### config.mk
export PLATFORM = sky130hd
export DESIGN_NAME = sal_cmd_arbiter
export DESIGN_NICKNAME = d
export VERILOG_FILES = /design/src/rtl/sal_ddr2_pkg.sv /design/src/rtl/sal_rr_arbiter.sv /design/src/rtl/sal_cmd_arbiter.sv
export SDC_FILE = /design/constraint.sdc
export NUM_CORES = 1
export LEC_CHECK = 0
export CAP_MARGIN = 25
export CORE_MARGIN = 10
export CORE_UTILIZATION = 45
export CTS_BUF_LIST = sky130_fd_sc_hd__clkbuf_16
export DETAILED_ROUTE_END_ITERATION = 6
export PLACE_DENSITY = 0.71
export SYNTH_ARGS = -nofsm -noshare
export SYNTH_HDL_FRONTEND = slang
export SYNTH_SLANG_ARGS = --single-unit
### constraint.sdc
create_clock -name clk -period 5.9 [get_ports clk]
set_input_delay 1.475 -clock clk [delete_from_list [all_inputs] [get_ports clk]]
set_output_delay 1.475 -clock clk [all_outputs]
set_load 0.01 [all_outputs]
### src/rtl/sal_ddr2_pkg.sv
// -----------------------------------------------------------------------------
// sal_ddr2_pkg
// Shared definitions for the DDR2 command path:
//   - cmd_type_t : DFI command encoding (NOP, ACT, RD, WR, PRE, REF)
//   - cas_dir_t  : direction of the most recent CAS command
//   - default bank count, bank-index width and inter-bank timing values
// -----------------------------------------------------------------------------
package sal_ddr2_pkg;

    typedef enum logic [2:0] {
        CMD_NOP = 3'd0,
        CMD_ACT = 3'd1,
        CMD_RD  = 3'd2,
        CMD_WR  = 3'd3,
        CMD_PRE = 3'd4,
        CMD_REF = 3'd5
    } cmd_type_t;

    typedef enum logic {
        DIR_READ  = 1'b0,
        DIR_WRITE = 1'b1
    } cas_dir_t;

    localparam int DEF_BK_CNT   = 8;
    localparam int DEF_BK_IDX_W = $clog2(DEF_BK_CNT);

    // Inter-bank timing defaults, in controller clock cycles.
    localparam int DEF_T_RRD = 2;
    localparam int DEF_T_CCD = 2;
    localparam int DEF_T_WTR = 3;
    localparam int DEF_T_RTW = 4;

endpackage

### src/rtl/sal_rr_arbiter.sv
// -----------------------------------------------------------------------------
// sal_rr_arbiter
// Purely combinational round-robin picker. The winner is the first set bit of
// req at or after ptr, wrapping modulo N (N must be a power of two so the
// index arithmetic wraps naturally in PW bits).
// Ports:
//   req     in  N   request vector
//   ptr     in  PW  current round-robin pointer
//   gnt     out N   one-hot grant (zero when req is zero)
//   gnt_idx out PW  index of the winning bit (0 when req is zero)
//   nxt_ptr out PW  winner+1 (equals ptr when req is zero)
// -----------------------------------------------------------------------------
module sal_rr_arbiter #(
    parameter int N  = 8,
    parameter int PW = $clog2(N)
) (
    input  logic [N-1:0]  req,
    input  logic [PW-1:0] ptr,
    output logic [N-1:0]  gnt,
    output logic [PW-1:0] gnt_idx,
    output logic [PW-1:0] nxt_ptr
);

    logic          found;
    logic [PW-1:0] idx;

    always_comb begin
        gnt     = '0;
        gnt_idx = '0;
        nxt_ptr = ptr;
        found   = 1'b0;
        idx     = '0;
        for (int i = 0; i < N; i++) begin
            idx = ptr + PW'(i);
            if (!found && req[idx]) begin
                found      = 1'b1;
                gnt[idx]   = 1'b1;
                gnt_idx    = idx;
                nxt_ptr    = idx + PW'(1);
            end
        end
    end

endmodule

### src/rtl/sal_cmd_arbiter.sv
// -----------------------------------------------------------------------------
// sal_cmd_arbiter
// Multi-bank command arbiter between the per-bank FSMs and the DFI command
// bus. Each cycle at most one request is granted, chosen by class priority
// (REF > PRE > CAS > ACT) and per-class round-robin, while the inter-bank
// timing constraints tRRD, tCCD, tWTR and tRTW are enforced. The grant is
// combinational; the resulting DFI command is registered one cycle later.
// Ports:
//   clk, rst_n            clock, asynchronous active-low reset
//   act/rd/wr/pre_req     per-bank requests (BK_CNT bits each)
//   ref_req               per-bank refresh-ready; REF only when all set
//   act/rd/wr/pre_gnt     one-hot combinational grants
//   ref_gnt               all-ones when refresh is granted
//   cmd_valid             registered DFI command valid
//   cmd_type              registered DFI command (cmd_type_t encoding)
//   cmd_bank              registered target bank (0 for REF)
// -----------------------------------------------------------------------------
module sal_cmd_arbiter
    import sal_ddr2_pkg::*;
#(
    parameter int BK_CNT = DEF_BK_CNT,
    parameter int T_RRD  = DEF_T_RRD,
    parameter int T_CCD  = DEF_T_CCD,
    parameter int T_WTR  = DEF_T_WTR,
    parameter int T_RTW  = DEF_T_RTW
) (
    input  logic                      clk,
    input  logic                      rst_n,
    input  logic [BK_CNT-1:0]         act_req,
    input  logic [BK_CNT-1:0]         rd_req,
    input  logic [BK_CNT-1:0]         wr_req,
    input  logic [BK_CNT-1:0]         pre_req,
    input  logic [BK_CNT-1:0]         ref_req,
    output logic [BK_CNT-1:0]         act_gnt,
    output logic [BK_CNT-1:0]         rd_gnt,
    output logic [BK_CNT-1:0]         wr_gnt,
    output logic [BK_CNT-1:0]         pre_gnt,
    output logic [BK_CNT-1:0]         ref_gnt,
    output logic                      cmd_valid,
    output logic [2:0]                cmd_type,
    output logic [$clog2(BK_CNT)-1:0] cmd_bank
);

    localparam int BW = $clog2(BK_CNT);

    // A constraint of T cycles is held off by loading T-1; T<=1 loads 0 so
    // back-to-back issue is allowed. Values beyond the counter range clamp.
    function automatic logic [3:0] timing_load(input int t);
        if (t <= 1) begin
            return 4'd0;
        end else if (t > 16) begin
            return 4'hF;
        end else begin
            return 4'(t - 1);
        end
    endfunction

    // Down-counter step that sticks at zero.
    function automatic logic [3:0] dec_sat(input logic [3:0] c);
        return (c == 4'd0) ? 4'd0 : c - 4'd1;
    endfunction

    logic [3:0]        rrd_cnt;
    logic [3:0]        ccd_cnt;
    logic [3:0]        wtr_cnt;
    logic [3:0]        rtw_cnt;
    logic [BW-1:0]     pre_ptr;
    logic [BW-1:0]     cas_ptr;
    logic [BW-1:0]     act_ptr;
    cas_dir_t          last_dir;

    logic              ref_all;
    logic              pre_any;
    logic              rd_elig;
    logic              wr_elig;
    logic              act_elig;
    logic              sel_wr;
    logic [BK_CNT-1:0] cas_req;

    logic [BK_CNT-1:0] pre_arb_gnt;
    logic [BK_CNT-1:0] cas_arb_gnt;
    logic [BK_CNT-1:0] act_arb_gnt;
    logic [BW-1:0]     pre_idx;
    logic [BW-1:0]     cas_idx;
    logic [BW-1:0]     act_idx;
    logic [BW-1:0]     pre_nxt;
    logic [BW-1:0]     cas_nxt;
    logic [BW-1:0]     act_nxt;

    cmd_type_t         grant_cls;
    logic [BW-1:0]     grant_bank;

    logic              cmd_vld_p1;
    cmd_type_t         cmd_type_p1;
    logic [BW-1:0]     cmd_bank_p1;

    // ---- stage p0: eligibility, arbitration and combinational grant ----
    assign ref_all  = &ref_req;
    assign pre_any  = |pre_req;
    assign rd_elig  = (|rd_req) && (ccd_cnt == 4'd0) && (wtr_cnt == 4'd0);
    assign wr_elig  = (|wr_req) && (ccd_cnt == 4'd0) && (rtw_cnt == 4'd0);
    assign act_elig = (|act_req) && (rrd_cnt == 4'd0);

    // When both directions are legal, keep the bus turned the way it already
    // faces to avoid paying a turnaround.
    assign sel_wr  = wr_elig && (!rd_elig || (last_dir == DIR_WRITE));
    // RD and WR share one pointer, so a single arbiter serves the selected one.
    assign cas_req = sel_wr ? wr_req : rd_req;

    sal_rr_arbiter #(.N(BK_CNT), .PW(BW)) u_pre_arb (
        .req     (pre_req),
        .ptr     (pre_ptr),
        .gnt     (pre_arb_gnt),
        .gnt_idx (pre_idx),
        .nxt_ptr (pre_nxt)
    );

    sal_rr_arbiter #(.N(BK_CNT), .PW(BW)) u_cas_arb (
        .req     (cas_req),
        .ptr     (cas_ptr),
        .gnt     (cas_arb_gnt),
        .gnt_idx (cas_idx),
        .nxt_ptr (cas_nxt)
    );

    sal_rr_arbiter #(.N(BK_CNT), .PW(BW)) u_act_arb (
        .req     (act_req),
        .ptr     (act_ptr),
        .gnt     (act_arb_gnt),
        .gnt_idx (act_idx),
        .nxt_ptr (act_nxt)
    );

    // Ineligible classes fall through to the next one rather than stalling.
    always_comb begin
        grant_cls  = CMD_NOP;
        grant_bank = '0;
        if (!rst_n) begin
            grant_cls  = CMD_NOP;
        end else if (ref_all) begin
            grant_cls  = CMD_REF;
        end else if (pre_any) begin
            grant_cls  = CMD_PRE;
            grant_bank = pre_idx;
        end else if (rd_elig || wr_elig) begin
            grant_cls  = sel_wr ? CMD_WR : CMD_RD;
            grant_bank = cas_idx;
        end else if (act_elig) begin
            grant_cls  = CMD_ACT;
            grant_bank = act_idx;
        end
    end

    assign pre_gnt = (grant_cls == CMD_PRE) ? pre_arb_gnt : '0;
    assign rd_gnt  = (grant_cls == CMD_RD)  ? cas_arb_gnt : '0;
    assign wr_gnt  = (grant_cls == CMD_WR)  ? cas_arb_gnt : '0;
    assign act_gnt = (grant_cls == CMD_ACT) ? act_arb_gnt : '0;
    assign ref_gnt = {BK_CNT{grant_cls == CMD_REF}};

    // ---- stage p1: timing/pointer state update and registered DFI command ----
    always_ff @(posedge clk or negedge rst_n) begin
        if (!rst_n) begin
            rrd_cnt     <= 4'd0;
            ccd_cnt     <= 4'd0;
            wtr_cnt     <= 4'd0;
            rtw_cnt     <= 4'd0;
            pre_ptr     <= '0;
            cas_ptr     <= '0;
            act_ptr     <= '0;
            last_dir    <= DIR_READ;
            cmd_vld_p1  <= 1'b0;
            cmd_type_p1 <= CMD_NOP;
            cmd_bank_p1 <= '0;
        end else begin
            // A load in the grant cycle overrides that cycle's decrement.
            rrd_cnt <= (grant_cls == CMD_ACT) ? timing_load(T_RRD) : dec_sat(rrd_cnt);
            ccd_cnt <= (grant_cls == CMD_RD || grant_cls == CMD_WR) ?
                       timing_load(T_CCD) : dec_sat(ccd_cnt);
            wtr_cnt <= (grant_cls == CMD_WR) ? timing_load(T_WTR) : dec_sat(wtr_cnt);
            rtw_cnt <= (grant_cls == CMD_RD) ? timing_load(T_RTW) : dec_sat(rtw_cnt);

            if (grant_cls == CMD_PRE) begin
                pre_ptr <= pre_nxt;
            end
            if (grant_cls == CMD_RD || grant_cls == CMD_WR) begin
                cas_ptr  <= cas_nxt;
                last_dir <= (grant_cls == CMD_WR) ? DIR_WRITE : DIR_READ;
            end
            if (grant_cls == CMD_ACT) begin
                act_ptr <= act_nxt;
            end

            cmd_vld_p1  <= (grant_cls != CMD_NOP);
            cmd_type_p1 <= grant_cls;
            cmd_bank_p1 <= grant_bank;
        end
    end

    assign cmd_valid = cmd_vld_p1;
    assign cmd_type  = cmd_type_p1;
    assign cmd_bank  = cmd_bank_p1;

endmodule
# After elaboration in Yosys (flattened, before gate mapping)
# Cells that the tools add are included.
# totals
in_bits,42
out_inout_bits,47
mem_count,0
regBits,33
ram_bits,0
latchBits,0
wordCells,437
mem_bits_ro,0
# op_classes
order_cmp,48
shifts,0
mux,214
n_eq_ne,5
addsub,46
n_reduce_logical,92
n_bitwise,21
div_mod_pow,0
multipliers,0
# op_table
op,count
$mux W8,29
$mux W3,56
$or A8 B8 Y8,21
$lt A3 B4 Y1 const B,24
$add A3 B1 Y3 const B,24
$bmux W1 S3,24
$demux W1 S3,24
$ge A3 B1 Y1 const B,24
$mux W1,72
$logic_and A1 B1 Y1,51
$add A3 B3 Y3 const B,12
$mux W4,8
$reduce_or A8 Y1,4
$reduce_bool A8 Y1,3
$logic_not A1 Y1,22
$add A3 B2 Y3 const B,6
$logic_not A4 Y1,4
$sub A4 B1 Y4 const B,4
$reduce_and A8 Y1,1
$eq A3 B2 Y1 const B,2
$eq A3 B3 Y1 const B,2
$reduce_and A2 Y1,3
$eq A3 B1 Y1 const B,1
$logic_or A1 B1 Y1,3
other kinds (2),2

# Logic depth before layout (Yosys ltp)
# depth
word_depth,35
depth_mapped,16
mapped_depth_nobuf,10

# Cells and area by module
# From an unflattened synthesis, not the netlist that was laid out.
# unflattened
cells_unflattened,882
area_unflattened_um2,7359.6
# by_module_without_submodules
mod,instances,area_per_inst_um2,cells_each,seq_area_each_um2
sal_rr_arbiter at u_act_arb ...,2,1819.2,238,0.0
sal_cmd_arbiter,1,1985.7,193,825.8
sal_rr_arbiter at u_pre_arb,1,1735.4,213,0.0

# Worst setup path before layout
# No wires, ideal clock.
# synth_path
path_type,reg2out
start,reg cas_ptr[0]
end,out rd_gnt[1]
required_time_ns,4.425
stages_incl_launch_ff,17
n_path_buf,6
slack_ns,0.371
arrival_time_ns,4.054
cell_sequence,dfrtp_1 -> buf_6 -> inv_1 -> buf_1 -> clkbuf_1 -> ha_1 -> buf_6 -> buf_2 -> mux4_2 -> mux2i_1 -> a21boi_1 -> or2_1 -> clkbuf_1 -> o2111ai_4 -> mux2_2 -> o2111a_1 -> nor2_1
# synth_via
elab_chain_cells,25
word_cells_on_any_way,100
cone_classes,add/sub: 7; order compare: 16; mux: 48; bitwise: 7; reduce/logical: 22
# synth_rtl
item,line_no,source
"start, declared",sal_cmd_arbiter.sv:68,logic [BW-1:0] cas_ptr;
"start signal, assigned",sal_cmd_arbiter.sv:186,cas_ptr <= cas_nxt;
branches (longest 23 deep; another with $lt A3 B4 Y1),n/a,
$mux W8 (*),sal_rr_arbiter.sv:35,if (!found && req[idx]) begin
$mux W8 (*),sal_cmd_arbiter.sv:155,assign rd_gnt = (grant_cls == CMD_RD) ? cas_arb_gnt : '0;
"end, declared",sal_cmd_arbiter.sv:35,"output logic [BK_CNT-1:0] rd_gnt,"
# Every way passes the cells marked *. The select of a mux whose other input is x is not followed.

# Worst setup path after layout
# layout_path
start,in pre_req[0]
end,out pre_gnt[7]
# layout_via
elab_chain_cells,25
word_cells_on_any_way,58
cone_classes,eq/ne: 1; mux: 35; bitwise: 7; reduce/logical: 15
# layout_rtl
item,line_no,source
"start, declared",sal_cmd_arbiter.sv:32,"input logic [BK_CNT-1:0] pre_req,"
$bmux W1 S3,sal_rr_arbiter.sv:35,
$mux W1 (implied by the code),sal_rr_arbiter.sv:35,
$mux W1,sal_rr_arbiter.sv:35,
$logic_not A1 Y1,sal_rr_arbiter.sv:35,
$logic_and A1 B1 Y1,sal_rr_arbiter.sv:35,
$mux W1,sal_rr_arbiter.sv:35,
$logic_not A1 Y1,sal_rr_arbiter.sv:35,
$logic_and A1 B1 Y1,sal_rr_arbiter.sv:35,
[9 not listed],n/a,
$mux W1,sal_rr_arbiter.sv:35,
$logic_not A1 Y1,sal_rr_arbiter.sv:35,
$logic_and A1 B1 Y1,sal_rr_arbiter.sv:35,
$mux W1,sal_rr_arbiter.sv:35,
$logic_not A1 Y1,sal_rr_arbiter.sv:35,
$logic_and A1 B1 Y1,sal_rr_arbiter.sv:35,
$mux W8,sal_rr_arbiter.sv:35,
$mux W8 (*),sal_cmd_arbiter.sv:154,assign pre_gnt = (grant_cls == CMD_PRE) ? pre_arb_gnt : '0;
"end, declared",sal_cmd_arbiter.sv:37,"output logic [BK_CNT-1:0] pre_gnt,"
# Mark *: on every way between the ends. The rest lies on a longest branch, timed or not. The select of a mux whose other input is x is not followed.

==> metrics.md <==
| Metric | Value |
|---|---|
| Status | `completed` |
| Initial Util | `45.55%` |
| Fin crit period | `5.745 ns` |
| Post-synthesis mux area share | `24.91%` |
| WP buf/inv | `3` |
| Total power | `2668 uW` |
| Met2 wire len | `10610 um` |
| Residual DRC | `0` |
| Post-route ant nets | `0` |
| Async S/R FF share, synth | `100.0%` |
| Count of final hold-check violations | `0` |
| Internal power | `1439 uW` |
| # hold bufs at CTS | `0` |
| First-pass GRT wire length | `36600 um` |
| CP endpoint kind | `primary output` |
| Critical Path RT | `4.43 ns` |
| Core region area | `14370 um^2` |
| Hpwl dp | `17540 um` |
| Comb pwr share | `78.7%` |
| GRT Resource Usage Total | `21.74%` |
| RSZ-0062 raised after global routing | `yes` |
| DR iter-0 viols | `827` |
| Synth-to-Final Area Change | `39.11%` |
| Yosys warnings | `0` |
| Sink Count | `33` |
| Routed vias | `7569` |
| Worst-Margin Slew | `0.8662 ns` |
| DR pass1 iterations | `6` |
| Layout cells sized above 1 | `29.86%` |
| Period utilization | `97.37%` |
| Adder-cell share of the synthesized area | `5.162%` |
| Clk Latency, worst-skew pair | `0.28 ns` |
| Critical path class | `primary input to primary output` |
| Max Fclk | `0.1741 GHz` |
| CP Launch Type | `primary input` |
| Peak supply drop | `0.0002844 V` |
| CTS tree | `yes` |
| Crit path max fanout | `6` |
| # setup viols final | `0` |
| Met3 WL post-DR | `1857 um` |
| Clk root buf | `clkbuf_16` |
| Clock power share | `9.3%` |
| Mean Syn Cell Area | `8.130 um^2` |
| Uppermost layer routed | `met4` |
| Mapped Area | `6545 um^2` |
| WL met1 | `9938 um` |
| Slew HR | `41.81%` |
| Synthesized Nets | `874` |
| Post-Synth Simple-Gate Area | `22.58%` |
| CP Cell Sequence | `clkdlybuf4s50_1, mux4_2, mux2i_2, nand4_2, buf_4, nor3_4, mux2i_1, o21ai_1, nor2_1, a211oi_1, dlygate4sd2_1` |
| Final core utilization | `63.37%` |
| Diode count | `0` |
| Num ports | `89` |
| Seq/Total Area, Yosys | `12.62%` |
| Initial antenna violation count | `0` |
| Largest family of logic cells by synthesized area | `compound AO/OA/AOI/OAI gates` |
| Max incr delay on CP | `0.54 ns` |
| Clock transition at the registers of the reported paths | `0.05 ns` |
| Worst path slowest cell | `mux4_2` |
| Num CTS Buffers | `5` |
| Grt total ovfl | `0` |
| Ys flop type | `dfrtp_1` |
| Post-synthesis xor/xnor area fraction | `2.275%` |
| DIE WIDTH | `140.6 um` |
| Vias in the first global route | `7109` |
| Via-to-Cell Ratio | `6.245` |
| Complex-gate fraction of the synthesized area | `26.74%` |
| Pwr/cell area | `293.1 nW/um^2` |
| Hold Crit Class | `flop to flop` |
| Sequential Power Share | `12.0%` |
| Gate Count Post-Synth | `805` |
| WL/cell | `18.64 um` |
| Leakage power | `0.003926 uW` |
| Post-synth EDFFs | `0` |
| Final-stage net count | `1096` |
| Final Wtd Congestion | `0.9615` |
| Max Cap Viol | `0` |
| WP data arrival | `4.27 ns` |
| Register-to-register setup slack | `1.77 ns` |
| Sw Ratio | `46.08%` |
| Synth cell types | `90` |
| Htree depth | `2` |
| CTS Buffer Depth | `2` |
| Die H | `140.6 um` |
| Net switching power | `1230 uW` |
| Clock Skews | `0.007717 ns` |
| Port bufs | `88` |
| Max Slew Vio Count | `0` |
| Largest net degree at the start of global routing | `41` |
| CP delay by family, top | `buffers and inverters` |
| Flops & latches, synth | `33` |
| Die area | `19770 um^2` |
| # rows | `44` |
| Final wirelength | `22590 um` |
==> final timing paths <==
path / startpoint / endpoint / cells past startpoint
worst max-delay path: pre_req[0] / pre_gnt[7] / 11
worst min-delay path: rrd_cnt[0] / rrd_cnt[0] / 1
worst max register to register: cas_ptr[1] / cas_ptr[1] / 13
worst min register to register: rrd_cnt[0] / rrd_cnt[0] / 1
max in group asynchronous: rst_n / rtw_cnt[0] / 2
min in group asynchronous: rst_n / cmd_type[2] / 1
==> repair_timing <==
action                                  4_1_cts  5_1_grt
resized for setup                            73       23
setup buffers                                 6        2
endpoints found under the setup margin       32       24
pin swaps                                     7        4
==> power by group through the flow <==
stage	clock, uW	combinational [uW]	sequential, uW
5_1_grt	266	2280	327
3_3_place_gp	0	1960	322
3_5_place_dp	0	1990	323
4_1_cts	252	2020	319
2_1_floorplan	0	1270	321
6_report	249	2100	320
==> kinds of logic (layout without fill, tap and decap cells) <==
| kind of cell | count (synthesis) | after routing |
|---|---|---|
| simple gates | 290 | 290 |
| mux | 107 | 107 |
| compound gates | 249 | 249 |
| xor+xnor | 17 | 17 |
| flops | 33 | 33 |
| fa+ha+maj | 27 | 27 |
| buf+inv | 82 | 305 |
==> synth_stat cells (all sizes together), types with 7 or more instances <==
library cell  count  area share [%]
xnor2            11             1.5
nor2b             8            0.76
nor3             33             2.9
mux2i            44             6.8
inv              25             1.4
o21a              7            0.80
o211ai           10             1.2
nand2            68             3.9
nor3b             8             1.1
a22oi            10             1.1
ha               27             5.2
o21ai            48             3.7
a221oi            9             1.2
a31oi            12             1.1
a21oi            58             4.5
nand3            25             1.9
nand4            12             1.2
buf              30             2.7
nand2b           14             1.3
mux2             21             3.6
o221ai            8             1.1
and2             10            0.96
nor4             12             1.1
dfrtp            33              13
clkbuf           24             1.4
mux4             42              14
nor2             76             4.4
a211oi           17             2.1
==> placed cells by master, fill, tap and decap left out, types with 11 or more instances in the layout <==
master	Yosys	final
buf_4	9	178
nor2_1	75	73
nand2_1	67	66
a21oi_1	56	56
mux4_2	42	42
dlygate4sd2_1	0	40
o21ai_0	41	39
clkdlybuf4s50_1	0	37
mux2i_1	42	35
dfrtp_1	33	33
nor3_1	31	29
ha_1	27	27
inv_1	25	25
nand3_1	25	24
mux2_2	19	19
nand2b_1	14	14
a211oi_1	15	12
a31oi_1	12	12
nand4_1	11	11
xnor2_1	11	11
==> state kept, by name (all words and copies together), names as in the netlist <==
name,cells
act_ptr,3
cas_ptr,3
ccd_cnt,4
cmd_bank,3
cmd_type,3
cmd_valid,1
last_dir,1
pre_ptr,3
rrd_cnt,4
rtw_cnt,4
wtr_cnt,4
==> through the flow <==
| step | std cells | hold slack (ns) | setup WS (ns) | setup TNS [ns] | cell area, um^2 |
|---|---|---|---|---|---|
| 2_1_floorplan | 805 | 0.4397 | 0.3710 | 0 | 6545 |
| 3_5_place_dp | 1196 | 0.4660 | -0.4515 | -8.012 | 8693 |
| 6_report | 1212 | 0.4713 | 0.1554 | 0 | 9105 |
| 4_1_cts | 1210 | 0.4790 | -0.1815 | -0.4127 | 8994 |
| 5_1_grt | 1212 | 0.5069 | -0.006004 | -0.006325 | 9105 |
| 3_3_place_gp | 1196 | 0.4638 | -0.4216 | -6.546 | 8693 |
==> cell type report <==
cell class,count,area [um^2]
multi-input cells,690,5565
fillers,1260,5264
repair buffers,269,2236
flip-flops and latches,33,825.8
well taps,184,230.2
clock buffers,5,125.1
inverters,28,105.1
clock inverters,3,17.52
==> metal layers <==
layer | GRT usage, % | vias to the layer above
met5 | 0 | -
met4 | 3.370 | 0
met3 | 3.997 | 20
met2 | 35.07 | 349
met1 | 30.04 | 3624
li1 | - | 3576
Power figures use the tool's default switching activity.
